## config.mk

```make
export PLATFORM = sky130hd
export DESIGN_NAME = uart_link_flat
export DESIGN_NICKNAME = d
export VERILOG_FILES = /design/src/rtl/uart_link_if.sv /design/src/rtl/uart_link.sv /design/src/flat_wrapper.sv
export SDC_FILE = /design/constraint.sdc
export NUM_CORES = 1
export LEC_CHECK = 0
export CAP_MARGIN = 30
export CELL_PAD_IN_SITES_DETAIL_PLACEMENT = 1
export CELL_PAD_IN_SITES_GLOBAL_PLACEMENT = 2
export CORE_UTILIZATION = 34
export DETAILED_ROUTE_END_ITERATION = 7
export PLACE_DENSITY = 0.85
export SETUP_SLACK_MARGIN = 0.02
export SLEW_MARGIN = 0
export SYNTH_ARGS = -nofsm -noshare
export SYNTH_HDL_FRONTEND = slang
export SYNTH_SLANG_ARGS = --single-unit
export TNS_END_PERCENT = 30
```

## constraint.sdc

```tcl
create_clock -name clk -period 2.75 [get_ports clk]
set_input_delay 0.275 -clock clk [delete_from_list [all_inputs] [get_ports clk]]
set_output_delay 0.275 -clock clk [all_outputs]
set_load 0.02 [all_outputs]
```

## src/rtl/uart_link_if.sv

```systemverilog
// uart_link_if -- bundles the serial lines and the byte-level RX/TX status
// and control signals of uart_link. The slave modport is the UART side, the
// master modport is the side that feeds bytes in and watches the counters.
interface uart_link_if;
  logic       rx;
  logic       tx;
  logic [7:0] rhr_data;
  logic [7:0] rx_data_ready;
  logic       rx_error;
  logic       tx_load;
  logic [7:0] tx_out_data;
  logic [7:0] tx_count;
  logic       tx_busy;

  modport master (
    output rx, tx_load, tx_out_data,
    input  tx, rhr_data, rx_data_ready, rx_error, tx_count, tx_busy
  );

  modport slave (
    input  rx, tx_load, tx_out_data,
    output tx, rhr_data, rx_data_ready, rx_error, tx_count, tx_busy
  );
endinterface

```

## src/rtl/uart_link.sv

```systemverilog
// uart_link -- full-duplex UART, 8N1 by default.
// Defining UART_LINK_PARITY_EN switches both directions to 8E1 (even parity
// bit between data bit 7 and the stop bit); the port list is unchanged.
// RX and TX are independent FSMs sharing only clk and reset_n.
module uart_link #(
  parameter int CLKS_PER_BIT = 434  // clk cycles per serial bit, 4..65535
) (
  input  logic  clk,
  input  logic  reset_n,
  uart_link_if.slave bus
);

  localparam logic [15:0] BIT_LAST  = 16'(CLKS_PER_BIT - 1);
  localparam logic [15:0] HALF_LAST = 16'(CLKS_PER_BIT / 2 - 1);

`ifdef UART_LINK_PARITY_EN
  typedef enum logic [2:0] {R_IDLE, R_START, R_DATA, R_PARITY, R_STOP} rx_state_t;
  typedef enum logic [2:0] {T_IDLE, T_ARM, T_START, T_DATA, T_PARITY, T_STOP} tx_state_t;
`else
  typedef enum logic [1:0] {R_IDLE, R_START, R_DATA, R_STOP} rx_state_t;
  typedef enum logic [2:0] {T_IDLE, T_ARM, T_START, T_DATA, T_STOP} tx_state_t;
`endif

  // ---------------------------------------------------------------- RX
  logic        r_rx_s1, r_rx_s2;
  rx_state_t   r_rx_state, w_rx_state_nxt;
  logic [15:0] r_rx_cnt, w_rx_cnt_nxt;
  logic [2:0]  r_rx_idx, w_rx_idx_nxt;
  logic [7:0]  r_rx_shift, w_rx_shift_nxt;
  logic        r_rx_stop_bad, w_rx_stop_bad_nxt;
  logic [7:0]  r_rhr_data, w_rhr_data_nxt;
  logic [7:0]  r_rx_data_ready, w_rx_data_ready_nxt;
  logic        r_rx_error, w_rx_error_nxt;
  logic        w_rx_par_ok;

`ifdef UART_LINK_PARITY_EN
  logic        r_rx_par_bad, w_rx_par_bad_nxt;
  assign w_rx_par_ok = ~r_rx_par_bad;
`else
  assign w_rx_par_ok = 1'b1;
`endif

  // Two-flop synchroniser on the asynchronous rx line; idles high.
  always_ff @(posedge clk or negedge reset_n) begin
    if (!reset_n) begin
      r_rx_s1 <= 1'b1;
      r_rx_s2 <= 1'b1;
    end else begin
      // NOTE: non-blocking assignments in clocked blocks so every flop sees
      // the pre-edge value of its neighbours, exactly like real hardware.
      r_rx_s1 <= bus.rx;
      r_rx_s2 <= r_rx_s1;
    end
  end

  // RX state and datapath registers.
  always_ff @(posedge clk or negedge reset_n) begin
    if (!reset_n) begin
      r_rx_state      <= R_IDLE;
      r_rx_cnt        <= '0;
      r_rx_idx        <= '0;
      r_rx_shift      <= '0;
      r_rx_stop_bad   <= 1'b0;
      r_rhr_data      <= '0;
      r_rx_data_ready <= '0;
      r_rx_error      <= 1'b0;
`ifdef UART_LINK_PARITY_EN
      r_rx_par_bad    <= 1'b0;
`endif
    end else begin
      r_rx_state      <= w_rx_state_nxt;
      r_rx_cnt        <= w_rx_cnt_nxt;
      r_rx_idx        <= w_rx_idx_nxt;
      r_rx_shift      <= w_rx_shift_nxt;
      r_rx_stop_bad   <= w_rx_stop_bad_nxt;
      r_rhr_data      <= w_rhr_data_nxt;
      r_rx_data_ready <= w_rx_data_ready_nxt;
      r_rx_error      <= w_rx_error_nxt;
`ifdef UART_LINK_PARITY_EN
      r_rx_par_bad    <= w_rx_par_bad_nxt;
`endif
    end
  end

  // RX next-state: find the start-bit midpoint, then sample once per bit.
  always_comb begin
    // NOTE: every variable gets a default before the case so no path leaves
    // one unassigned, which would otherwise infer a latch.
    w_rx_state_nxt      = r_rx_state;
    w_rx_cnt_nxt        = r_rx_cnt + 16'd1;
    w_rx_idx_nxt        = r_rx_idx;
    w_rx_shift_nxt      = r_rx_shift;
    w_rx_stop_bad_nxt   = r_rx_stop_bad;
    w_rhr_data_nxt      = r_rhr_data;
    w_rx_data_ready_nxt = r_rx_data_ready;
    w_rx_error_nxt      = r_rx_error;
`ifdef UART_LINK_PARITY_EN
    w_rx_par_bad_nxt    = r_rx_par_bad;
`endif
    case (r_rx_state)
      R_IDLE: begin
        w_rx_cnt_nxt = '0;
        if (!r_rx_s2) w_rx_state_nxt = R_START;
      end
      R_START: begin
        if (r_rx_cnt == HALF_LAST) begin
          w_rx_cnt_nxt = '0;
          w_rx_idx_nxt = '0;
          // A line that is high again at mid-start was only a glitch.
          w_rx_state_nxt = r_rx_s2 ? R_IDLE : R_DATA;
        end
      end
      R_DATA: begin
        if (r_rx_cnt == BIT_LAST) begin
          w_rx_cnt_nxt   = '0;
          w_rx_shift_nxt = {r_rx_s2, r_rx_shift[7:1]};
          w_rx_idx_nxt   = r_rx_idx + 3'd1;
          if (r_rx_idx == 3'd7) begin
`ifdef UART_LINK_PARITY_EN
            w_rx_state_nxt = R_PARITY;
`else
            w_rx_state_nxt = R_STOP;
`endif
          end
        end
      end
`ifdef UART_LINK_PARITY_EN
      R_PARITY: begin
        if (r_rx_cnt == BIT_LAST) begin
          w_rx_cnt_nxt     = '0;
          // Even parity: data plus parity bit must XOR to zero.
          w_rx_par_bad_nxt = r_rx_s2 ^ (^r_rx_shift);
          w_rx_state_nxt   = R_STOP;
        end
      end
`endif
      R_STOP: begin
        if (r_rx_stop_bad) begin
          // Framing error: hold off until the line returns to idle.
          if (r_rx_s2) begin
            w_rx_stop_bad_nxt = 1'b0;
            w_rx_state_nxt    = R_IDLE;
          end
        end else if (r_rx_cnt == BIT_LAST) begin
          if (r_rx_s2) begin
            w_rx_state_nxt = R_IDLE;
            if (w_rx_par_ok) begin
              // Data and count change on the same edge.
              w_rhr_data_nxt      = r_rx_shift;
              w_rx_data_ready_nxt = r_rx_data_ready + 8'd1;
            end else begin
              w_rx_error_nxt = 1'b1;
            end
          end else begin
            w_rx_error_nxt    = 1'b1;
            w_rx_stop_bad_nxt = 1'b1;
          end
        end
      end
      default: w_rx_state_nxt = R_IDLE;
    endcase
  end

  assign bus.rhr_data      = r_rhr_data;
  assign bus.rx_data_ready = r_rx_data_ready;
  assign bus.rx_error      = r_rx_error;

  // ---------------------------------------------------------------- TX
  logic        r_tx_load_d;
  tx_state_t   r_tx_state, w_tx_state_nxt;
  logic [15:0] r_tx_cnt, w_tx_cnt_nxt;
  logic [2:0]  r_tx_idx, w_tx_idx_nxt;
  logic [7:0]  r_tx_shift, w_tx_shift_nxt;
  logic        r_tx, w_tx_nxt;
  logic        r_tx_busy, w_tx_busy_nxt;
  logic [7:0]  r_tx_count, w_tx_count_nxt;
  logic        w_tx_load_rise;

`ifdef UART_LINK_PARITY_EN
  logic        r_tx_par, w_tx_par_nxt;
`endif

  assign w_tx_load_rise = bus.tx_load & ~r_tx_load_d;

  // TX state and datapath registers; tx itself is a flop so it never glitches.
  always_ff @(posedge clk or negedge reset_n) begin
    if (!reset_n) begin
      // Delayed copy resets high so a tx_load held through reset is not an edge.
      r_tx_load_d <= 1'b1;
      r_tx_state  <= T_IDLE;
      r_tx_cnt    <= '0;
      r_tx_idx    <= '0;
      r_tx_shift  <= '0;
      r_tx        <= 1'b1;
      r_tx_busy   <= 1'b0;
      r_tx_count  <= '0;
`ifdef UART_LINK_PARITY_EN
      r_tx_par    <= 1'b0;
`endif
    end else begin
      r_tx_load_d <= bus.tx_load;
      r_tx_state  <= w_tx_state_nxt;
      r_tx_cnt    <= w_tx_cnt_nxt;
      r_tx_idx    <= w_tx_idx_nxt;
      r_tx_shift  <= w_tx_shift_nxt;
      r_tx        <= w_tx_nxt;
      r_tx_busy   <= w_tx_busy_nxt;
      r_tx_count  <= w_tx_count_nxt;
`ifdef UART_LINK_PARITY_EN
      r_tx_par    <= w_tx_par_nxt;
`endif
    end
  end

  // TX next-state: each bit is driven for exactly CLKS_PER_BIT cycles.
  always_comb begin
    w_tx_state_nxt = r_tx_state;
    w_tx_cnt_nxt   = r_tx_cnt + 16'd1;
    w_tx_idx_nxt   = r_tx_idx;
    w_tx_shift_nxt = r_tx_shift;
    w_tx_nxt       = r_tx;
    w_tx_busy_nxt  = r_tx_busy;
    w_tx_count_nxt = r_tx_count;
`ifdef UART_LINK_PARITY_EN
    w_tx_par_nxt   = r_tx_par;
`endif
    case (r_tx_state)
      T_IDLE: begin
        w_tx_cnt_nxt = '0;
        if (w_tx_load_rise) begin
          w_tx_busy_nxt  = 1'b1;
          w_tx_state_nxt = T_ARM;
        end
      end
      T_ARM: begin
        // Data is taken one cycle after the load edge.
        w_tx_shift_nxt = bus.tx_out_data;
`ifdef UART_LINK_PARITY_EN
        w_tx_par_nxt   = ^bus.tx_out_data;
`endif
        w_tx_cnt_nxt   = '0;
        w_tx_nxt       = 1'b0;
        w_tx_state_nxt = T_START;
      end
      T_START: begin
        if (r_tx_cnt == BIT_LAST) begin
          w_tx_cnt_nxt   = '0;
          w_tx_idx_nxt   = '0;
          w_tx_nxt       = r_tx_shift[0];
          w_tx_shift_nxt = {1'b0, r_tx_shift[7:1]};
          w_tx_state_nxt = T_DATA;
        end
      end
      T_DATA: begin
        if (r_tx_cnt == BIT_LAST) begin
          w_tx_cnt_nxt = '0;
          w_tx_idx_nxt = r_tx_idx + 3'd1;
          if (r_tx_idx == 3'd7) begin
`ifdef UART_LINK_PARITY_EN
            w_tx_nxt       = r_tx_par;
            w_tx_state_nxt = T_PARITY;
`else
            w_tx_nxt       = 1'b1;
            w_tx_state_nxt = T_STOP;
`endif
          end else begin
            w_tx_nxt       = r_tx_shift[0];
            w_tx_shift_nxt = {1'b0, r_tx_shift[7:1]};
          end
        end
      end
`ifdef UART_LINK_PARITY_EN
      T_PARITY: begin
        if (r_tx_cnt == BIT_LAST) begin
          w_tx_cnt_nxt   = '0;
          w_tx_nxt       = 1'b1;
          w_tx_state_nxt = T_STOP;
        end
      end
`endif
      T_STOP: begin
        if (r_tx_cnt == BIT_LAST) begin
          w_tx_cnt_nxt   = '0;
          w_tx_count_nxt = r_tx_count + 8'd1;
          w_tx_busy_nxt  = 1'b0;
          w_tx_state_nxt = T_IDLE;
        end
      end
      default: w_tx_state_nxt = T_IDLE;
    endcase
  end

  assign bus.tx       = r_tx;
  assign bus.tx_busy  = r_tx_busy;
  assign bus.tx_count = r_tx_count;

endmodule

```

## src/flat_wrapper.sv

```systemverilog
// flat-port wrapper written by rule: the top's interface ports become plain ports
module uart_link_flat 
#(
  parameter int CLKS_PER_BIT = 434                                        
)
  (clk, reset_n, bus_rx, bus_tx_load, bus_tx_out_data, bus_tx, bus_rhr_data, bus_rx_data_ready, bus_rx_error, bus_tx_count, bus_tx_busy);
  uart_link_if bus_i ();
  input  logic clk;
  input  logic reset_n;
  input wire logic [$bits(bus_i.rx)-1:0] bus_rx;
  input wire logic [$bits(bus_i.tx_load)-1:0] bus_tx_load;
  input wire logic [$bits(bus_i.tx_out_data)-1:0] bus_tx_out_data;
  output wire logic [$bits(bus_i.tx)-1:0] bus_tx;
  output wire logic [$bits(bus_i.rhr_data)-1:0] bus_rhr_data;
  output wire logic [$bits(bus_i.rx_data_ready)-1:0] bus_rx_data_ready;
  output wire logic [$bits(bus_i.rx_error)-1:0] bus_rx_error;
  output wire logic [$bits(bus_i.tx_count)-1:0] bus_tx_count;
  output wire logic [$bits(bus_i.tx_busy)-1:0] bus_tx_busy;
  assign bus_i.rx = bus_rx;
  assign bus_i.tx_load = bus_tx_load;
  assign bus_i.tx_out_data = bus_tx_out_data;
  assign bus_tx = bus_i.tx;
  assign bus_rhr_data = bus_i.rhr_data;
  assign bus_rx_data_ready = bus_i.rx_data_ready;
  assign bus_rx_error = bus_i.rx_error;
  assign bus_tx_count = bus_i.tx_count;
  assign bus_tx_busy = bus_i.tx_busy;
  uart_link #(.CLKS_PER_BIT(CLKS_PER_BIT)) u_core (.clk(clk), .reset_n(reset_n), .bus(bus_i));
endmodule
```

==> results by group <==
GRT
  • Tot GR Track Use: 0.156
  • Initial antenna violation count: 0
  • Largest net degree at the start of global routing: 58
  • First-pass GRT wire length: 15700 µm
  • Number of global-route vias before repair: 3209
  • Global route total overflow: 0

Clock tree
  • Clock Path Buffers: 2
  • # hold bufs at CTS: 0
  • CTS tree: yes
  • CTS Buf Count: 9
  • CTS clk-pin slew, worst paths: 0.07 ns
  • CTS root buf: clkbuf_16
  • Clock latency on the worst-skew pair: 0.35 ns
  • Clock sink count: 90
  • H-tree Lvls: 3

Floorplan
  • Core Area: 12100 µm²
  • Die span in y: 114 µm
  • Die Area: 12900 µm²
  • FP Rows: 40
  • Initial core utilization: 0.351
  • Num ports: 39
  • Die width: 114 µm

Routing
  • Routed length on met3: 224 µm
  • Highest metal used: met4
  • Initial DRC count: 111
  • WL/cell: 15.0 µm
  • M1 WL: 4060 µm
  • Detail Route Antenna Nets: 0
  • Met2 Routed Length: 4490 µm
  • Pre-antenna DRT Iters: 4
  • DR DRC count: 0
  • WL final: 8980 µm
  • Vias: 2907
  • Via density per instance: 4.86

Finish
  • Ant. Diodes: 0
  • Layout cell share with drive strength beyond 1: 0.163
  • Filler Cell Count: 1324
  • Most common cell after layout, fill and taps aside: dfrtp_1
  • Register Area: 2260 µm²
  • Most frequent cells in the layout: dfrtp_1 (86), nor2_1 (46), clkdlybuf4s50_1 (37)
  • Area Growth Syn to Fin: 21.6%
  • Post-route cell area: 5150 µm²
  • Final #Nets: 454
  • Multi-input logic area: 1890 µm²

Yosys
  • Register area share after synthesis: 0.533
  • Synthesized area per cell: 11.2 µm²
  • Cells after Synth: 379
  • Ys async rst share: 1.00
  • Post-Syn Area: 4240 µm²
  • Netlist cell types: 40
  • Main synth FF type: dfrtp_1
  • EDFF count, synth: 0
  • Synth Net Count: 408
  • Warnings from Yosys: 0
  • Seq cells post-synth: 90

Timing
  • Slew headroom: 0.501
  • Post-route clock period utilization: 0.959
  • Worst hold margin: -0.0205 ns
  • Clock Skew: 0.00583 ns
  • Final TNS setup: 0 ns
  • Slew at the pin closest to its max-slew limit: 0.749 ns
  • Achievable frequency: 379 MHz
  • Final Max Tran Viols: 0
  • # setup viols final: 0
  • RSZ-0062 raised after global routing: no
  • Final hold vios: 7
  • Period minus WS final: 2.64 ns

Critical path
  • Startpoint Class: register
  • Crit Path Max Fanout: 7
  • CP cell instances: inv_1, ha_1, or4b_4, or4_4, a21o_4, nor3_4, buf_12, mux2_2
  • WS Path Type: register to register
  • Worst r2r dst: u_core.r_tx_shift[3]$_DFFE_PN0P_
  • Worst R2R Start: u_core.r_tx_cnt[1]$_DFF_PN0_
  • Worst EP arrival: 2.87 ns
  • Slowest CP cell: or4_4
  • Reg2Reg Depth: 8
  • Setup crit end kind: register
  • Reg-to-reg slack, setup: 0.11 ns
  • Critical Path RT: 2.98 ns
  • Max incr delay on CP: 0.54 ns

Job
  • Max-Cap Viols: 0

Placed design
  • Placed instance area: 4840 µm²
  • HPWL after DPL: 6440 µm
  • Port Buffers: 38
  • Routability cong.: 0.713

Power
  • Worst VDD drop: 0.265 mV
  • Total power: 3.13 mW
  • P per Cell Area: 607 nW/µm²
  • Lkg Pwr: 2.34 nW

Run status
  • Failing checks: negative hold slack
  • Status: finished, violations left

Min path
  • Hold Crit Class: input pin to async pin
[per-stage QoR]
step                       util  worst slack, ns  instances
after floorplan               -           0.0993        379
final                     0.427            0.114        598
after global placement    0.401           0.0839        581
after CTS                 0.425           0.0332        597
after detailed placement  0.401           0.0248        581
after global routing      0.427           0.0376        598
[worst max-delay path: cells and delay by family (launching register included)]
| kind | cells | cell delay [ns] |
|---|---|---|
| mux | 1 | 0.32 |
| simple gates | 3 | 1.22 |
| buf+inv | 2 | 0.20 |
| flops | 1 | 0.39 |
| fa+ha+maj | 1 | 0.13 |
| compound gates | 1 | 0.26 |
[cell families after synthesis]
group,after synthesis,synth area share
buf+inv,24,0.0242
simple gates,145,0.175
fa+ha+maj,17,0.0502
flops,90,0.533
compound gates,26,0.0393
xor+xnor,42,0.0868
mux,35,0.0921
[synth_stat cells, types with 2 or more instances]
library cell | instances | area share
mux2_2 | 32 | 0.085
xnor2_1 | 28 | 0.058
nor2_1 | 46 | 0.041
a31oi_1 | 2 | 0.0030
nor2b_1 | 5 | 0.0074
inv_1 | 12 | 0.011
nand2_1 | 23 | 0.020
and4_1 | 2 | 0.0041
nor4_1 | 2 | 0.0030
o41ai_1 | 2 | 0.0041
nand3_1 | 22 | 0.026
and2_1 | 2 | 0.0030
and3_1 | 9 | 0.013
or4_1 | 4 | 0.0071
buf_2 | 4 | 0.0047
a32o_1 | 2 | 0.0047
a21oi_1 | 7 | 0.0083
xor2_1 | 14 | 0.029
nand4_1 | 13 | 0.019
nor3_1 | 7 | 0.0083
ha_1 | 17 | 0.050
clkbuf_1 | 7 | 0.0062
mux2i_1 | 3 | 0.0071
dfrtp_1 | 86 | 0.51
dfstp_2 | 4 | 0.025
o21ai_0 | 10 | 0.012
[what timing repair did]
| action | 4_1_cts | 5_1_grt |
|---|---|---|
| pin swaps | 1 | 1 |
| resized for setup | 0 | 2 |
| endpoints found under the hold margin | 0 | 0 |
| buffers inserted | 0 | 1 |
| setup endpoints to repair | 2 | 8 |
[power breakdown]
group | total, mW | internal [mW] | switching, mW
logic | 0.369 | 0.198 | 0.171
clock network | 1.18 | 0.627 | 0.557
registers | 1.57 | 1.46 | 0.116
total | 3.13 | 2.28 | 0.844
[routing by layer]
metal	vias up	global-route usage
li1	1397	-
met3	13	0.0266
met4	0	0.0798
met5	-	0
met2	43	0.269
met1	1454	0.187
[area by class of cell]
| type | count | share of cell area |
|---|---|---|
| repair buffers | 47 | 0.0913 |
| clock inverters | 7 | 0.0117 |
| inverters | 12 | 0.00874 |
| well taps | 168 | 0.0408 |
| flip-flops and latches | 90 | 0.438 |
| multi-input cells | 265 | 0.366 |
| clock buffers | 9 | 0.0437 |
[registers in the layout, summed over array words and instances (netlist names), named ones only]
register,count
u_core.r_rx_cnt,16
u_core.r_tx_cnt,16
u_core.bus.rhr_data,8
u_core.bus.rx_data_ready,8
u_core.bus.tx_count,8
u_core.r_rx_shift,8
u_core.r_tx_shift,8
u_core.r_rx_idx,3
u_core.r_tx_idx,3
u_core.r_tx_state,3
u_core.bus.rx_error,1
u_core.bus.tx,1
u_core.bus.tx_busy,1
u_core.r_rx_s1,1
u_core.r_rx_s2,1
u_core.r_rx_state,1
u_core.r_rx_stop_bad,1
u_core.r_tx_load_d,1
[worst max path at each step]
| stage | from | to | slack [ns] |
|---|---|---|---|
| 3_5_place_dp | u_core.r_tx_cnt[1]$_DFF_PN0_ | u_core.r_tx_shift[3]$_DFFE_PN0P_ | 0.02 |
| 6_report | u_core.r_tx_cnt[1]$_DFF_PN0_ | u_core.r_tx_shift[3]$_DFFE_PN0P_ | 0.11 |
| 5_1_grt | u_core.r_tx_cnt[1]$_DFF_PN0_ | u_core.r_tx_shift[4]$_DFFE_PN0P_ | 0.04 |
| 2_1_floorplan | u_core.r_tx_cnt[1]$_DFF_PN0_ | u_core.r_tx_shift[0]$_DFFE_PN0P_ | 0.1 |
| 3_3_place_gp | u_core.r_tx_cnt[1]$_DFF_PN0_ | u_core.r_tx_shift[1]$_DFFE_PN0P_ | 0.08 |
| 4_1_cts | u_core.r_tx_cnt[1]$_DFF_PN0_ | u_core.r_tx_shift[3]$_DFFE_PN0P_ | 0.03 |
No activity file was read; power rests on OpenSTA's default activity.
